===== config.mk =====
export PLATFORM = sky130hd
export DESIGN_NAME = ans_symbol_encoder_flat
export DESIGN_NICKNAME = d
export VERILOG_FILES = /design/src/rtl/ans_symbol_encoder_if.sv /design/src/rtl/ans_symbol_encoder.sv /design/src/flat_wrapper.sv
export SDC_FILE = /design/constraint.sdc
export NUM_CORES = 1
export LEC_CHECK = 0
export ABC_CLOCK_PERIOD_IN_PS = 3800
export CAP_MARGIN = 20
export CORE_ASPECT_RATIO = 0.7
export CORE_MARGIN = 2
export CORE_UTILIZATION = 40
export CTS_CLUSTER_DIAMETER = 200
export DETAILED_ROUTE_END_ITERATION = 8
export PLACE_DENSITY = 0.68
export SETUP_SLACK_MARGIN = 0.4
export SYNTH_ARGS = -nofsm -noshare
export SYNTH_HDL_FRONTEND = slang
export SYNTH_SLANG_ARGS = --single-unit
export TNS_END_PERCENT = 20

===== constraint.sdc =====
create_clock -name clk -period 3.8 [get_ports clk]
set_clock_uncertainty 0.2 [all_clocks]
set_input_delay 0.76 -clock clk [delete_from_list [all_inputs] [get_ports clk]]
set_output_delay 0.76 -clock clk [all_outputs]
set_load 0.02 [all_outputs]

===== src/rtl/ans_symbol_encoder_if.sv =====
// ans_symbol_encoder_if: table load, symbol in, byte out and status.
// master = symbol source / byte sink, slave = encoder.
interface ans_symbol_encoder_if #(
  parameter int STATE_WIDTH  = 32,
  parameter int PROB_WIDTH   = 8,
  parameter int SYMBOL_WIDTH = 4
);
  logic                    table_write;
  logic [SYMBOL_WIDTH-1:0] table_addr;
  logic [PROB_WIDTH-1:0]   table_freq;
  logic [PROB_WIDTH-1:0]   table_cum;
  logic                    sym_valid;
  logic                    sym_ready;
  logic [SYMBOL_WIDTH-1:0] sym_in;
  logic                    sym_last;
  logic                    byte_valid;
  logic                    byte_ready;
  logic [7:0]              byte_out;
  logic                    byte_last;
  logic [STATE_WIDTH-1:0]  state_out;
  logic                    busy;
  logic                    error;

  modport master (
    output table_write, table_addr,
    output table_freq, table_cum,
    output sym_valid, sym_in, sym_last,
    output byte_ready,
    input  sym_ready, byte_valid,
    input  byte_out, byte_last,
    input  state_out, busy, error
  );

  modport slave (
    input  table_write, table_addr,
    input  table_freq, table_cum,
    input  sym_valid, sym_in, sym_last,
    input  byte_ready,
    output sym_ready, byte_valid,
    output byte_out, byte_last,
    output state_out, busy, error
  );
endinterface


===== src/rtl/ans_symbol_encoder.sv =====
// ans_symbol_encoder: rANS encoder, 4-bit symbols to bytes via freq/cum table.
// Ports: clk, rst (async, active-low), bus (ans_symbol_encoder_if.slave).
module ans_symbol_encoder #(
  parameter int STATE_WIDTH  = 32,
  parameter int PROB_WIDTH   = 8,
  parameter int SYMBOL_WIDTH = 4,
  parameter int NUM_SYMBOLS  = 16,
  parameter int SCALE_BITS   = 8
) (
  input logic clk,
  input logic rst,
  ans_symbol_encoder_if.slave bus
);
  localparam int CW = $clog2(STATE_WIDTH);
  localparam int NB = STATE_WIDTH / 8;
  localparam int XSH = STATE_WIDTH - 1 - SCALE_BITS;
  localparam logic [CW-1:0] DIV_LAST = CW'(STATE_WIDTH - 1);
  localparam logic [CW-1:0] FL_LAST = CW'(NB - 1);
  localparam logic [STATE_WIDTH-1:0] L_INIT =
    STATE_WIDTH'(1) << (STATE_WIDTH - 9);

  typedef enum logic [2:0] {
    IDLE, LOOKUP, RENORM, DIV, UPDATE, FLUSH
  } state_t;

  state_t state, state_nx;

  logic [PROB_WIDTH-1:0] freq_tab [NUM_SYMBOLS];
  logic [PROB_WIDTH-1:0] cum_tab  [NUM_SYMBOLS];

  logic [STATE_WIDTH-1:0]  x, q, x_max;
  logic [PROB_WIDTH-1:0]   freq_q, cum_q, rem, rem_nx;
  logic [SYMBOL_WIDTH-1:0] sym_q;
  logic                    last_q;
  logic [CW-1:0]           cnt;
  logic [PROB_WIDTH:0]     trial;
  logic                    fit, need_byte, tab_zero;

  assign x_max = STATE_WIDTH'(freq_q) << XSH;
  assign need_byte = x >= x_max;
  assign tab_zero = freq_tab[sym_q] == '0;

  // restoring divide step: remainder stays below freq,
  // so the 8-bit wraparound subtract is exact
  assign trial = {rem, q[STATE_WIDTH-1]};
  assign fit = trial >= {1'b0, freq_q};
  assign rem_nx = fit ? trial[PROB_WIDTH-1:0] - freq_q
                      : trial[PROB_WIDTH-1:0];

  assign bus.state_out = x;

  always_ff @(posedge clk) begin
    if (bus.table_write) begin
      freq_tab[bus.table_addr] <= bus.table_freq;
      cum_tab[bus.table_addr]  <= bus.table_cum;
    end
  end

  always_ff @(posedge clk or negedge rst) begin
    if (!rst) state <= IDLE;
    else      state <= state_nx;
  end

  always_comb begin
    state_nx = state;
    unique case (state)
      IDLE:
        if (bus.sym_valid) state_nx = LOOKUP;
      LOOKUP:
        state_nx = tab_zero ? IDLE : RENORM;
      RENORM:
        if (!need_byte) state_nx = DIV;
      DIV:
        if (cnt == DIV_LAST) state_nx = UPDATE;
      UPDATE:
        state_nx = last_q ? FLUSH : IDLE;
      FLUSH:
        if (bus.byte_ready && cnt == FL_LAST)
          state_nx = IDLE;
      default:
        state_nx = IDLE;
    endcase
  end

  always_comb begin
    bus.sym_ready  = 1'b0;
    bus.byte_valid = 1'b0;
    bus.byte_out   = 8'h00;
    bus.byte_last  = 1'b0;
    bus.busy       = 1'b1;
    bus.error      = 1'b0;
    unique case (state)
      IDLE: begin
        bus.sym_ready = 1'b1;
        bus.busy      = 1'b0;
      end
      LOOKUP:
        bus.error = tab_zero;
      RENORM:
        if (need_byte) begin
          bus.byte_valid = 1'b1;
          bus.byte_out   = x[7:0];
        end
      FLUSH: begin
        bus.byte_valid = 1'b1;
        bus.byte_out   = x[7:0];
        bus.byte_last  = cnt == FL_LAST;
      end
      default: ;
    endcase
  end

  always_ff @(posedge clk or negedge rst) begin
    if (!rst) begin
      x      <= L_INIT;
      q      <= '0;
      rem    <= '0;
      cnt    <= '0;
      sym_q  <= '0;
      last_q <= 1'b0;
      freq_q <= '0;
      cum_q  <= '0;
    end else begin
      unique case (state)
        IDLE:
          if (bus.sym_valid) begin
            sym_q  <= bus.sym_in;
            last_q <= bus.sym_last;
          end
        LOOKUP: begin
          freq_q <= freq_tab[sym_q];
          cum_q  <= cum_tab[sym_q];
        end
        RENORM:
          if (need_byte) begin
            if (bus.byte_ready) x <= x >> 8;
          end else begin
            q   <= x;
            rem <= '0;
            cnt <= '0;
          end
        DIV: begin
          q   <= {q[STATE_WIDTH-2:0], fit};
          rem <= rem_nx;
          cnt <= cnt + CW'(1);
        end
        UPDATE: begin
          x <= (q << SCALE_BITS)
             + STATE_WIDTH'(rem)
             + STATE_WIDTH'(cum_q);
          cnt <= '0;
        end
        FLUSH:
          if (bus.byte_ready) begin
            cnt <= cnt + CW'(1);
            x   <= (cnt == FL_LAST) ? L_INIT : x >> 8;
          end
        default: ;
      endcase
    end
  end
endmodule


===== src/flat_wrapper.sv =====
// flat-port wrapper written by rule: the top's interface ports become plain ports
module ans_symbol_encoder_flat 
#(
  parameter int STATE_WIDTH  = 32,
  parameter int PROB_WIDTH   = 8,
  parameter int SYMBOL_WIDTH = 4,
  parameter int NUM_SYMBOLS  = 16,
  parameter int SCALE_BITS   = 8
)
  (clk, rst, bus_table_write, bus_table_addr, bus_table_freq, bus_table_cum, bus_sym_valid, bus_sym_in, bus_sym_last, bus_byte_ready, bus_sym_ready, bus_byte_valid, bus_byte_out, bus_byte_last, bus_state_out, bus_busy, bus_error);
  ans_symbol_encoder_if #(.STATE_WIDTH(STATE_WIDTH), .PROB_WIDTH(PROB_WIDTH), .SYMBOL_WIDTH(SYMBOL_WIDTH)) bus_i ();
  input logic clk;
  input logic rst;
  input wire logic [$bits(bus_i.table_write)-1:0] bus_table_write;
  input wire logic [$bits(bus_i.table_addr)-1:0] bus_table_addr;
  input wire logic [$bits(bus_i.table_freq)-1:0] bus_table_freq;
  input wire logic [$bits(bus_i.table_cum)-1:0] bus_table_cum;
  input wire logic [$bits(bus_i.sym_valid)-1:0] bus_sym_valid;
  input wire logic [$bits(bus_i.sym_in)-1:0] bus_sym_in;
  input wire logic [$bits(bus_i.sym_last)-1:0] bus_sym_last;
  input wire logic [$bits(bus_i.byte_ready)-1:0] bus_byte_ready;
  output wire logic [$bits(bus_i.sym_ready)-1:0] bus_sym_ready;
  output wire logic [$bits(bus_i.byte_valid)-1:0] bus_byte_valid;
  output wire logic [$bits(bus_i.byte_out)-1:0] bus_byte_out;
  output wire logic [$bits(bus_i.byte_last)-1:0] bus_byte_last;
  output wire logic [$bits(bus_i.state_out)-1:0] bus_state_out;
  output wire logic [$bits(bus_i.busy)-1:0] bus_busy;
  output wire logic [$bits(bus_i.error)-1:0] bus_error;
  assign bus_i.table_write = bus_table_write;
  assign bus_i.table_addr = bus_table_addr;
  assign bus_i.table_freq = bus_table_freq;
  assign bus_i.table_cum = bus_table_cum;
  assign bus_i.sym_valid = bus_sym_valid;
  assign bus_i.sym_in = bus_sym_in;
  assign bus_i.sym_last = bus_sym_last;
  assign bus_i.byte_ready = bus_byte_ready;
  assign bus_sym_ready = bus_i.sym_ready;
  assign bus_byte_valid = bus_i.byte_valid;
  assign bus_byte_out = bus_i.byte_out;
  assign bus_byte_last = bus_i.byte_last;
  assign bus_state_out = bus_i.state_out;
  assign bus_busy = bus_i.busy;
  assign bus_error = bus_i.error;
  ans_symbol_encoder #(.STATE_WIDTH(STATE_WIDTH), .PROB_WIDTH(PROB_WIDTH), .SYMBOL_WIDTH(SYMBOL_WIDTH), .NUM_SYMBOLS(NUM_SYMBOLS), .SCALE_BITS(SCALE_BITS)) u_core (.clk(clk), .rst(rst), .bus(bus_i));
endmodule

# Word-level counts from Yosys, hierarchy flattened
# Memory sizes are Yosys's and may differ from the RTL's. A register that Yosys moved wholly into a read port is not among the register bits.
# Cells that the tools add are included.
dict set report classes {
  addsub 4
  order_cmp 2
  eq_ne 14
  n_mux 30
  reduce_logical 12
}
# op count
set ops {}
lappend ops {{$mux 32} 4}
lappend ops {{$pmux 32 s3} 1}
lappend ops {{$add 32x8->32} 2}
lappend ops {{$pmux 32 s2} 1}
lappend ops {{$ge 32x31->1} 1}
lappend ops {{$pmux 8 s2} 2}
lappend ops {{$mux 24} 1}
lappend ops {{$mux 8} 3}
lappend ops {{$pmux 5 s4} 1}
lappend ops {{$pmux 3 s6} 1}
lappend ops {{$mux 3} 5}
lappend ops {{$mux 5} 2}
lappend ops {{$ge 9x8->1} 1}
lappend ops {{$logic_not 8->1} 1}
lappend ops {{$ne 2x2->1 const B} 4}
lappend ops {{$reduce_and 4->1} 2}
lappend ops {{$sub 8x8->8} 1}
lappend ops {{$mux 1} 7}
lappend ops {{$eq 3x2->1 const B} 2}
lappend ops {{$eq 3x3->1 const B} 2}
lappend ops {{$ne 2x1->1 const B} 3}
lappend ops {{$add 5x1->5 const B} 1}
lappend ops {{$eq 5x2->1 const B} 1}
lappend ops {{$eq 5x5->1 const B} 1}
lappend ops {{11 further kinds} 12}
dict set report totals {
  regBits 93
  ram_bits 256
  wordCells 72
  n_memories 2
}
# memory words width rd rd_ports_with_merged_regs write_ports line_no
set memory_table {}
lappend memory_table {u_core.cum_tab 16 8 1 1 1 ans_symbol_encoder.sv:29} ;# logic [PROB_WIDTH-1:0] cum_tab [NUM_SYMBOLS];
lappend memory_table {u_core.freq_tab 16 8 1 0 1 ans_symbol_encoder.sv:28} ;# logic [PROB_WIDTH-1:0] freq_tab [NUM_SYMBOLS];

# Depth between registers and ports, before layout
# Gate-level depths: netlist (run 1).
dict set report depth {
  word_depth 4
  mapped_depth 11
  mapped_depth_nobuf 10
}

# Worst setup path after synthesis (run 1)
# OpenSTA, ideal clock, no wires.
dict set report synth_path {
  path_kind {register to output}
  from {register u_core.x[23] (netlist: u_core.bus.state_out[23])}
  to {output bus_byte_out[0]}
  arrival_time_ps 2559
  required_ps 2840
  slack_ps 281
  path_stages_with_launch 11
  path_buffers 1
  path_cell_list {dfstp_2 inv_1 ha_1 nor4b_1 nand4_1 nor3_1 o2111ai_1 and2_1 buf_2 o22ai_2 and2_1}
}
dict set report synth_between {
  elab_chain_cells 3
}
# item line_no
set synth_lines {}
lappend synth_lines {{from (decl)} ans_symbol_encoder.sv:31} ;# logic [STATE_WIDTH-1:0] x, q, x_max;
lappend synth_lines {{from (signal assigned)} ans_symbol_encoder.sv:136} ;# if (bus.byte_ready) x <= x >> 8;
lappend synth_lines {{from (signal assigned)} ans_symbol_encoder.sv:148} ;# x <= (q << SCALE_BITS)
lappend synth_lines {{from (signal assigned)} ans_symbol_encoder.sv:156} ;# x <= (cnt == FL_LAST) ? L_INIT : x >> 8;
lappend synth_lines {{$ge 32x31->1} ans_symbol_encoder.sv:40} ;# assign need_byte = x >= x_max;
lappend synth_lines {{$mux 8} ans_symbol_encoder.sv:100} ;# if (need_byte) begin
lappend synth_lines {{$pmux 8 s2} ans_symbol_encoder.sv:92} ;# unique case (state)
lappend synth_lines {{to (decl)} flat_wrapper.sv:24} ;# output wire logic [$bits(bus_i.byte_out)-1:0] bus_byte_out;
# No other way between the ends.

# Worst setup path in the final report (run 1)
dict set report layout_path {
  from {register u_core.sym_q[0]}
  to {output bus_error}
}
dict set report layout_between {
  elab_chain_cells 3
}
# item line_no
set layout_lines {}
lappend layout_lines {{from (decl)} ans_symbol_encoder.sv:33} ;# logic [SYMBOL_WIDTH-1:0] sym_q;
lappend layout_lines {{from (signal assigned)} ans_symbol_encoder.sv:127} ;# sym_q <= bus.sym_in;
lappend layout_lines {{$mem_v2 16x8} --}
lappend layout_lines {{$logic_not 8->1} ans_symbol_encoder.sv:41} ;# assign tab_zero = freq_tab[sym_q] == '0;
lappend layout_lines {{$mux 1} ans_symbol_encoder.sv:92}
lappend layout_lines {{to (decl)} flat_wrapper.sv:28} ;# output wire logic [$bits(bus_i.error)-1:0] bus_error;
# No other way between the ends.

==> results of run 1 <==
[worst min-delay path by stage]
| stage | slack, ns | endpoint | cells after the start |
|---|---|---|---|
| after global routing | 0.33 | u_core.freq_q[4]$_DFFE_PN0N_ | 2 |
| after CTS | 0.28 | u_core.sym_q[3]$_DFFE_PN0P_ | 1 |
| after floorplan | 0.25 | u_core.freq_q[2]$_DFFE_PN0N_ | 2 |
| after detailed placement | 0.28 | u_core.freq_q[2]$_DFFE_PN0N_ | 2 |
| after global placement | 0.27 | u_core.freq_q[5]$_DFFE_PN0N_ | 2 |
| final | 0.29 | u_core.freq_q[6]$_DFFE_PN0N_ | 2 |
[cell usage in the layout (no fill, tap or decap), types with 16 or more instances in the layout]
cell,instances
a21oi_1,59
buf_4,92
mux4_2,72
o21ai_0,39
o22ai_1,69
inv_1,25
edfxtp_1,256
nor2_1,51
nand2_1,48
xor2_1,18
clkdlybuf4s50_1,62
ha_1,25
a22o_1,16
clkbuf_16,35
dfrtp_1,98
[power groups by stage]
stage                     clock network, uW  registers (uW)  logic (uW)
final                                  3230            5270        5470
after global routing                   3460            5340        5980
after CTS                              3290            5240        5450
after detailed placement                  0            5310        5340
after global placement                    0            5300        5220
after floorplan                           0            5260        3530
[state kept, by name, summed over array words and instances, names as in the netlist]
| signal | count |
|---|---|
| u_core.cnt | 5 |
| u_core.bus.state_out | 32 |
| u_core.last_q | 1 |
| u_core.state | 3 |
| u_core.sym_q | 4 |
| u_core.cum_tab | 128 |
| u_core.freq_q | 8 |
| u_core.rem | 8 |
| u_core.freq_tab | 128 |
| u_core.q | 32 |
| u_core.cum_q | 8 |
[final cells by class]
type | instances | area share, %
sequential | 357 | 54.33
multi-input combinational | 599 | 27.74
timing repair buffer | 173 | 8.313
clock buffer | 44 | 4.835
tap | 527 | 3.505
clock inverter | 18 | 0.7448
inverter | 27 | 0.5387
[layer usage]
layer	wire length, um	vias to the layer above	share of wire [%]
met5	0	-	0
met4	564	0	1.4
met3	2984	55	7.6
met2	17400	381	45
met1	18100	5216	46
li1	-	4411	-
[cells by family after synthesis]
kind of cell / share of synthesized area (%)
flops: 65.39
compound gates: 9.971
simple gates: 6.463
mux: 11.77
buf+inv: 2.379
xor+xnor: 1.682
fa+ha+maj: 2.339
[through the flow]
stage                     instances  setup WS (ns)
after detailed placement       1679       -0.09731
after global routing           1745        -0.2190
after CTS                      1743        -0.1043
after global placement         1679        -0.1228
final                          1745       -0.05038
after floorplan                1040         0.4162
[worst reg2reg max path, delay by kind of cell, from the launching register on]
kind | cells | cell delay, ns
compound gates | 3 | 1.06
simple gates | 3 | 0.64
flops | 1 | 0.46
fa+ha+maj | 2 | 0.43
xor+xnor | 1 | 0.12
buf+inv | 1 | 0.07
[what timing repair did]
action / CTS / global route
resized for setup: 51 / 31
buffers inserted: 2 / 0
hold endpoints to repair: 0 / 8
endpoints found under the setup margin: 11 / 11
pin swaps: 6 / 5
hold buffers: 0 / 1
==> summary.md, run 1 <==
| Metric | Value |
|---|---|
| Status | `finished with violations` |
| Failing checks | `setup timing` |
| Gate count after technology mapping | `~1.0k` |
| Fill count | `between 3k and 4k` |
| PnR worst setup slack | `-0.05038 ns` |
| Wire per inst | `approximately 22 um` |
| Final number of setup-violating endpoints | `1` |
| Number of antenna violations at the first check in global routing | `0` |
| Share of the synthesized area in the top cell type | `49.21%` |
| Global-route wire length before repair | `roughly 60000 um` |
| Final hold violation count | `0` |
| Internal power | `approximately 9100 uW` |
| Total nets after synthesis | `approximately 1.1k` |
| Cell Area, Placed | `approximately 18000 sq um` |
| Crit share post-route | `101.3%` |
| Largest vdd supply drop | `roughly 0.3 mV` |
| Slew headroom | `about a quarter` |
| Clock transition at path regs | `~0.070 ns` |
| Via density per instance | `5.767` |
| DRC violation count after routing | `0` |
| Pin count of the biggest net entering global routing | `83` |
| Insertion delay of the later-clocked pin in the worst-skew pair | `between 0.5 and 0.6 ns` |
| Commonest register cell after synthesis | `edfxtp_1` |
| Die Span Y | `roughly 170 um` |
| Stages on the worst setup path | `8` |
| Post-synth top cells | `256 x edfxtp_1, 100 x dfrtp_1, 72 x mux4_2` |
| Busiest layer in global routing | `met1` |
| Global routing usage on met3 | `~3.5%` |
| Peak clock frequency supported by timing | `259.7 MHz` |
| Proportion of power drawn by combinational gates | `about two fifths` |
| Post-route minimum period | `about 3.9 ns` |
| Relative area change from synthesis to final layout | `20.43%` |
| Summed instance area of the synthesized netlist | `around 16000 sq um` |
| Number of register bits inferred by synthesis | `357` |
| Sequential-to-total area share from yosys stat | `65.39%` |
| Clock sinks | `about 360` |
| Number of vias in the routed layout | `between 10k and 15k` |
| Arrival time of data at the critical path endpoint | `roughly 2.9 ns` |
| Initial standard-cell utilization of the core | `about two fifths` |
| Drt total wl | `between 30000 and 40000 um` |
| Setup crit end | `bus_error` |
| Met2 capacity usage during global routing | `28.70%` |
| EDFF count, synth | `256` |
| Transition time at the pin with the least slew margin | `1.147 ns` |
| Worst min-delay path startpoint | `u_core.freq_q[6]$_DFFE_PN0N_` |
| Clock tree from TritonCTS | `done` |
| Antenna Diode Count | `0` |
| Total I/O pin count | `between 70 and 80` |
| Global-route congestion overflow total | `0` |
| Library cell with the largest summed area after synthesis | `edfxtp_1` |
| Capture instance of the worst register-to-register path | `u_core.bus.state_out[8]$_DFFE_PN0P_` |
| Met1 Track Usage GR | `a little under a third` |
| Detailed Route Iter0 Violations | `roughly 1.2k` |
| Fin Hold WS | `about 0.29 ns` |
| Final-layout setup total negative slack | `-0.05038 ns` |
| CP Launch Type | `flip-flop` |
| Final core utilization | `roughly half` |
| Depth of the worst register-to-register path | `10` |
| Clock tree root buffer cell | `clkbuf_16` |
| Top area cells in the synthesized netlist | `edfxtp_1 49%, dfrtp_1 16%, mux4_2 10%` |
| Area occupied by multi-input gates | `~5200 sq um` |
| Placement Rows | `60` |
| Number of buffer cells added on primary ports | `74` |
| Sw frac | `between 30 and 40%` |
| Final Slew Violations | `0` |
| Placer's final routability congestion estimate | `roughly 0.83` |
| Clock share of power | `23.1%` |
| Clock buffer depth | `3` |
| Leakage component of the power | `~0.0068 uW` |
| Max-cap violations | `0` |
| Layout cells sized above 1 | `about a quarter` |
| Die Wd | `240.2 um` |
| Async set-or-reset flop fraction in the synthesized netlist | `between 20 and 30%` |
| Worst min-delay path category | `flip-flop to flip-flop` |
| Cell with the most instances after synthesis | `edfxtp_1` |
| Die footprint | `slightly above 40000 sq um` |
| Cell family contributing the most delay on the critical path | `compound AO/OA/AOI/OAI gates` |
| Total track usage | `19.61%` |
| Synthesized area per cell | `between 15 and 20 sq um` |
| Number of buffers added by the clock tree synthesis step | `35` |
| Worst path bufs/invs | `2` |
| Chain of cells forming the critical path | `mux4_2 -> a22o_1 -> a221oi_1 -> buf_4 -> nand4_1 -> or2_1 -> nor2_2 -> buf_6` |
| Endpoint type of the worst setup path | `output pin` |
| Worst Setup SP | `u_core.sym_q[0]$_DFFE_PN0P_` |
| Router iterations before antenna repair | `5` |
| Number of antenna-violating nets in the routed design | `0` |
| Max stage delay on crit path | `slightly above 0.5 ns` |
| Number of synthesis warnings | `0` |
| Placed wire-length estimate after detailed placement | `about 25000 um` |
| Slowest cell on the critical path | `dfrtp_4` |
| Unrepaired setup endpoints after global routing | `true` |
| Post-route cell area | `18810 sq um` |
| Distinct cell type count of the synthesized netlist | `65` |
| Core area | `approximately 38000 sq um` |
| Seq pwr share | `between 30% and 40%` |
| Critical path fanouts, max | `7` |
| Number of H-tree branching levels | `2` |
| Required time at the endpoint of the critical path | `approximately 2.8 ns` |
| Power per cell area | `742.5 nW/um^2` |
| Slack of the worst reg-to-reg path | `between 0.7 and 0.8 ns` |
| Final layout net count | `1251` |
| Sequential cell area | `about 10000 sq um` |
| Reg-to-reg startpoint | `u_core.rem[0]$_DFFE_PN0P_` |
| Net Sw Power | `4837 uW` |
| Crit path kind | `flip-flop to output pin` |
| Overall Power | `between 10000 and 15000 uW` |
| Number of global-route vias before repair | `approximately 9.9k` |
Note: power is estimated with default switching activity, not from simulation.
==> run 2, diff against run 1 <==
--- a/config.mk
+++ b/config.mk
@@ -5,6 +5,7 @@
 export SDC_FILE = /design/constraint.sdc
 export NUM_CORES = 1
 export LEC_CHECK = 0
+export ABC_AREA = 1
 export ABC_CLOCK_PERIOD_IN_PS = 3800
 export CAP_MARGIN = 20
 export CORE_ASPECT_RATIO = 0.7
@@ -12,6 +13,7 @@
 export CORE_UTILIZATION = 40
 export CTS_CLUSTER_DIAMETER = 200
 export DETAILED_ROUTE_END_ITERATION = 8
+export GPL_TIMING_DRIVEN = 0
 export PLACE_DENSITY = 0.68
 export SETUP_SLACK_MARGIN = 0.4
 export SYNTH_ARGS = -nofsm -noshare
==> summary.md, run 2 <==
| Metric | Value |
|---|---|
| Status | `completed` |
| Worst min-delay path category | `input pin to asynchronous set/reset pin` |
| Clock sinks | `357 (unchanged)` |
| Number of buffers added by the clock tree synthesis step | `38 (+8.6%)` |
| Global routing usage on met3 | `5.068% (+1.6 points)` |
| Number of register bits inferred by synthesis | `357 (unchanged)` |
| Peak clock frequency supported by timing | `278.3 MHz (+7.1%)` |
| Antenna Diode Count | `0 (unchanged)` |
| Slowest cell on the critical path | `dfrtp_1` |
| Worst Setup SP | `u_core.sym_q[0]$_DFFE_PN0P_` |
| Number of vias in the routed layout | `13.77k (+37%)` |
| Fin Hold WS | `0.09006 ns (-0.2040 ns)` |
| Placed wire-length estimate after detailed placement | `37460 um (+50%)` |
| Number of H-tree branching levels | `2 (unchanged)` |
| Required time at the endpoint of the critical path | `2.84 ns (about the same)` |
| Seq pwr share | `32.8% (-4.9 points)` |
| Total track usage | `23.95% (+4.3 points)` |
| Layout cells sized above 1 | `11.48% (-13 points)` |
| Number of antenna violations at the first check in global routing | `0 (unchanged)` |
| Number of synthesis warnings | `0 (unchanged)` |
| Depth of the worst register-to-register path | `12 (+2)` |
| Global-route wire length before repair | `79570 um (+33%)` |
| Met2 capacity usage during global routing | `34.01% (+5.3 points)` |
| EDFF count, synth | `256 (unchanged)` |
| Final number of setup-violating endpoints | `0 (-1)` |
| Hold buffers post-CTS | `0 (unchanged)` |
| Router iterations before antenna repair | `5 (unchanged)` |
| Transition time at the pin with the least slew margin | `0.7750 ns (-0.3724 ns)` |
| Number of buffer cells added on primary ports | `74 (unchanged)` |
| Global-route congestion overflow total | `0 (unchanged)` |
| Distinct cell type count of the synthesized netlist | `44 (-32%)` |
| Crit path kind | `flip-flop to output pin` |
| Summed instance area of the synthesized netlist | `16820 sq um (+7.6%)` |
| Final hold violation count | `0 (unchanged)` |
| Synthesized area per cell | `9.534 sq um (-37%)` |
| Library cell with the largest summed area after synthesis | `edfxtp_1` |
| Crit share post-route | `94.57% (-6.8 points)` |
| Die footprint | `43730 sq um (+7.5%)` |
| Top area cells in the synthesized netlist | `edfxtp_1 46%, dfrtp_1 15%, nand2_1 11%` |
| Final layout net count | `1971 (+58%)` |
| Chain of cells forming the critical path | `buf_6 -> buf_8 -> buf_12 -> o211ai_1 -> nand3_1 -> nand3_1 -> nand2_2 -> nor2_4 -> nand2_4 -> nor3_4 -> buf_6` |
| Total I/O pin count | `75 (unchanged)` |
| Core area | `41270 sq um (+7.4%)` |
| Unrepaired setup endpoints after global routing | `true` |
| Cell family contributing the most delay on the critical path | `simple AND/OR/NAND/NOR gates` |
| Clock tree from TritonCTS | `done` |
| Wire per inst | `21.31 um (-4.8%)` |
| Instance count after placement with tap cells included | `2399 (+43%)` |
| Cell with the most instances after synthesis | `nand2_1` |
| Most frequent cells in the layout | `465 x nand2_1, 256 x edfxtp_1, 159 x nor2_1, 152 x o21ai_0, 143 x nand3_1` |
| Reg-to-reg startpoint | `u_core.rem[0]$_DFFE_PN0P_` |
| Max-cap violations | `0 (unchanged)` |
| Sequential-to-total area share from yosys stat | `60.75% (-4.6 points)` |
| Proportion of power drawn by combinational gates | `43.1% (+3.9 points)` |
| Die Span Y | `175.6 um (+3.7%)` |
| DRC violation count after routing | `0 (unchanged)` |
| Share of the synthesized area in the top cell type | `45.71% (-3.5 points)` |
| Met1 Track Usage GR | `36.95% (+6.4 points)` |
| Max stage delay on crit path | `0.37 ns (-0.14 ns)` |
| Pin count of the biggest net entering global routing | `53 (-36%)` |
| Clock share of power | `24.1% (+1.0 points)` |
| Post-synth top cells | `471 x nand2_1, 256 x edfxtp_1, 180 x nor2_1` |
| Critical path fanouts, max | `9 (+2)` |
| Relative area change from synthesis to final layout | `20.13%` |
| Net Sw Power | `6665 uW (+38%)` |
| Final Slew Violations | `0 (unchanged)` |
| Slew headroom | `48.28% (+25 points)` |
| Stages on the worst setup path | `11 (+3)` |
| Die Wd | `249.1 um (+3.7%)` |
| Number of global-route vias before repair | `12.93k (+30%)` |
| Arrival time of data at the critical path endpoint | `2.63 ns (-0.26 ns)` |
| Largest vdd supply drop | `0.3736 mV (+25%)` |
| Leakage component of the power | `0.008127 uW (+20%)` |
| Clock transition at path regs | `0.07 ns (about the same)` |
| Sw frac | `41.94% (+7.3 points)` |
| Total nets after synthesis | `1822 (+66%)` |
| Async set-or-reset flop fraction in the synthesized netlist | `28.29% (unchanged)` |
| Endpoint type of the worst setup path | `output pin` |
| Via density per instance | `5.537 (-4.0%)` |
| Clock buffer depth | `3 (unchanged)` |
| Placer's final routability congestion estimate | `1.017 (+22%)` |
| Placement Rows | `62 (+3.3%)` |
| Detailed Route Iter0 Violations | `1794 (+50%)` |
| Drt total wl | `53000 um (+36%)` |
| Post-route minimum period | `3.593 ns (-0.2569 ns)` |
| Gate count after technology mapping | `1764 (+70%)` |
| Busiest layer in global routing | `met1` |
| Initial standard-cell utilization of the core | `40.75% (+0.11 points)` |
| Clock tree root buffer cell | `clkbuf_16` |
| Commonest register cell after synthesis | `edfxtp_1` |
| Commonest non-fill, non-tap cell in the layout | `nand2_1` |
| CP Launch Type | `flip-flop` |
| Post-layout instance count excluding filler cells | `2487 (+43%)` |
| Biggest registers after layout | `u_core.cum_tab: 128 flops, u_core.freq_tab: 128 flops` |
| Number of antenna-violating nets in the routed design | `0 (unchanged)` |
| Internal power | `9228 uW (+1.0%)` |
| Worst path bufs/invs | `4 (+2)` |
| Power per cell area | `786.7 nW/um^2 (+5.9%)` |
| Insertion delay of the later-clocked pin in the worst-skew pair | `0.55 ns (about the same)` |
run 2: changes by cell type in the layout (fill, tap and decap cells not counted), sizes merged, moves of 21 or more:
cell	delta
nor2	+121
o221ai	+21
mux4	-72
o22ai	-59
o21ai	+142
nand3	+130
nand2	+428
a21oi	-23
inv	+127
clkbuf	+40
run 2: layer usage:
metal	routed length, um	up-vias
met5	0	-
met1	24020	6640
li1	-	6303
met3	5961	88
met4	1084	0
met2	21940	740
run 2: final cells by class:
class,count,area (sq um)
plain buffers,82,503.0
well taps,544,680.7
flip-flops and latches,357,10220
multi-input cells,1171,5722
clock inverters,20,242.7
fillers,3768,21070
inverters,154,583.1
repair buffers,109,1211
clock buffers,50,1037
run 2: kinds of logic after synthesis:
logic type,count (synthesis),synth area share (%)
AOI/OAI and AO/OA,286,9.545
xor gates and xnor gates,10,0.5208
adders and majority gates,28,2.172
buffers and inverters,236,6.123
DFF,357,60.75
muxes,1,0.06695
and+or+nand+nor,846,20.82
run 2: final timing paths:
| check | to | slack, ns |
|---|---|---|
| worst max register to register | u_core.bus.state_out[30]$_DFFE_PN0P_ | 0.75 |
| worst min-delay path | u_core.bus.state_out[20]$_DFFE_PN0P_ | 0.09 |
| min in group clk | u_core.q[27]$_DFFE_PN0P_ | 0.29 |
| max in group asynchronous | u_core.cnt[2]$_DFFE_PN0P_ | 2.59 |
| worst max-delay path | bus_error | 0.21 |
| worst min register to register | u_core.q[27]$_DFFE_PN0P_ | 0.29 |
run 2: worst reg2reg max path: cells and delay by family (launching register included):
| family | cells | cell delay [ns] |
|---|---|---|
| buffers and inverters | 1 | 0.06 |
| and+or+nand+nor | 6 | 0.93 |
| DFF | 1 | 0.48 |
| AOI/OAI and AO/OA | 3 | 0.67 |
| adders and majority gates | 2 | 0.60 |
run 2: repair_timing:
item | 4_1_cts | 5_1_grt
resized for setup | 63 | 35
buffers inserted | 4 | 14
pin swaps | 7 | 14
setup endpoints to repair | 11 | 10
run 2: power by group through the flow:
| stage | Sequential [uW] | Clock (uW) | Combinational [uW] |
|---|---|---|---|
| after floorplan | 5210 | 0 | 3850 |
| after global placement | 5280 | 0 | 6090 |
| after detailed placement | 5290 | 0 | 6210 |
| after CTS | 5210 | 3870 | 6380 |
| after global routing | 5260 | 4030 | 7450 |
| final | 5210 | 3830 | 6850 |
run 2: through the flow:
step,utilization [%],setup slack (ns),setup TNS (ns),cell area [sq um],total power (uW)
finish,48.95,0.2065,0,20200,15890
global route,48.95,0.1153,0,20200,16740
CTS,48.42,0.2106,0,19980,15460
detailed placement,45.18,-0.1474,-0.1474,18640,11500
global placement,44.19,-2.226,-222.70,18240,11370
floorplan,-,0.9705,0,16820,9058
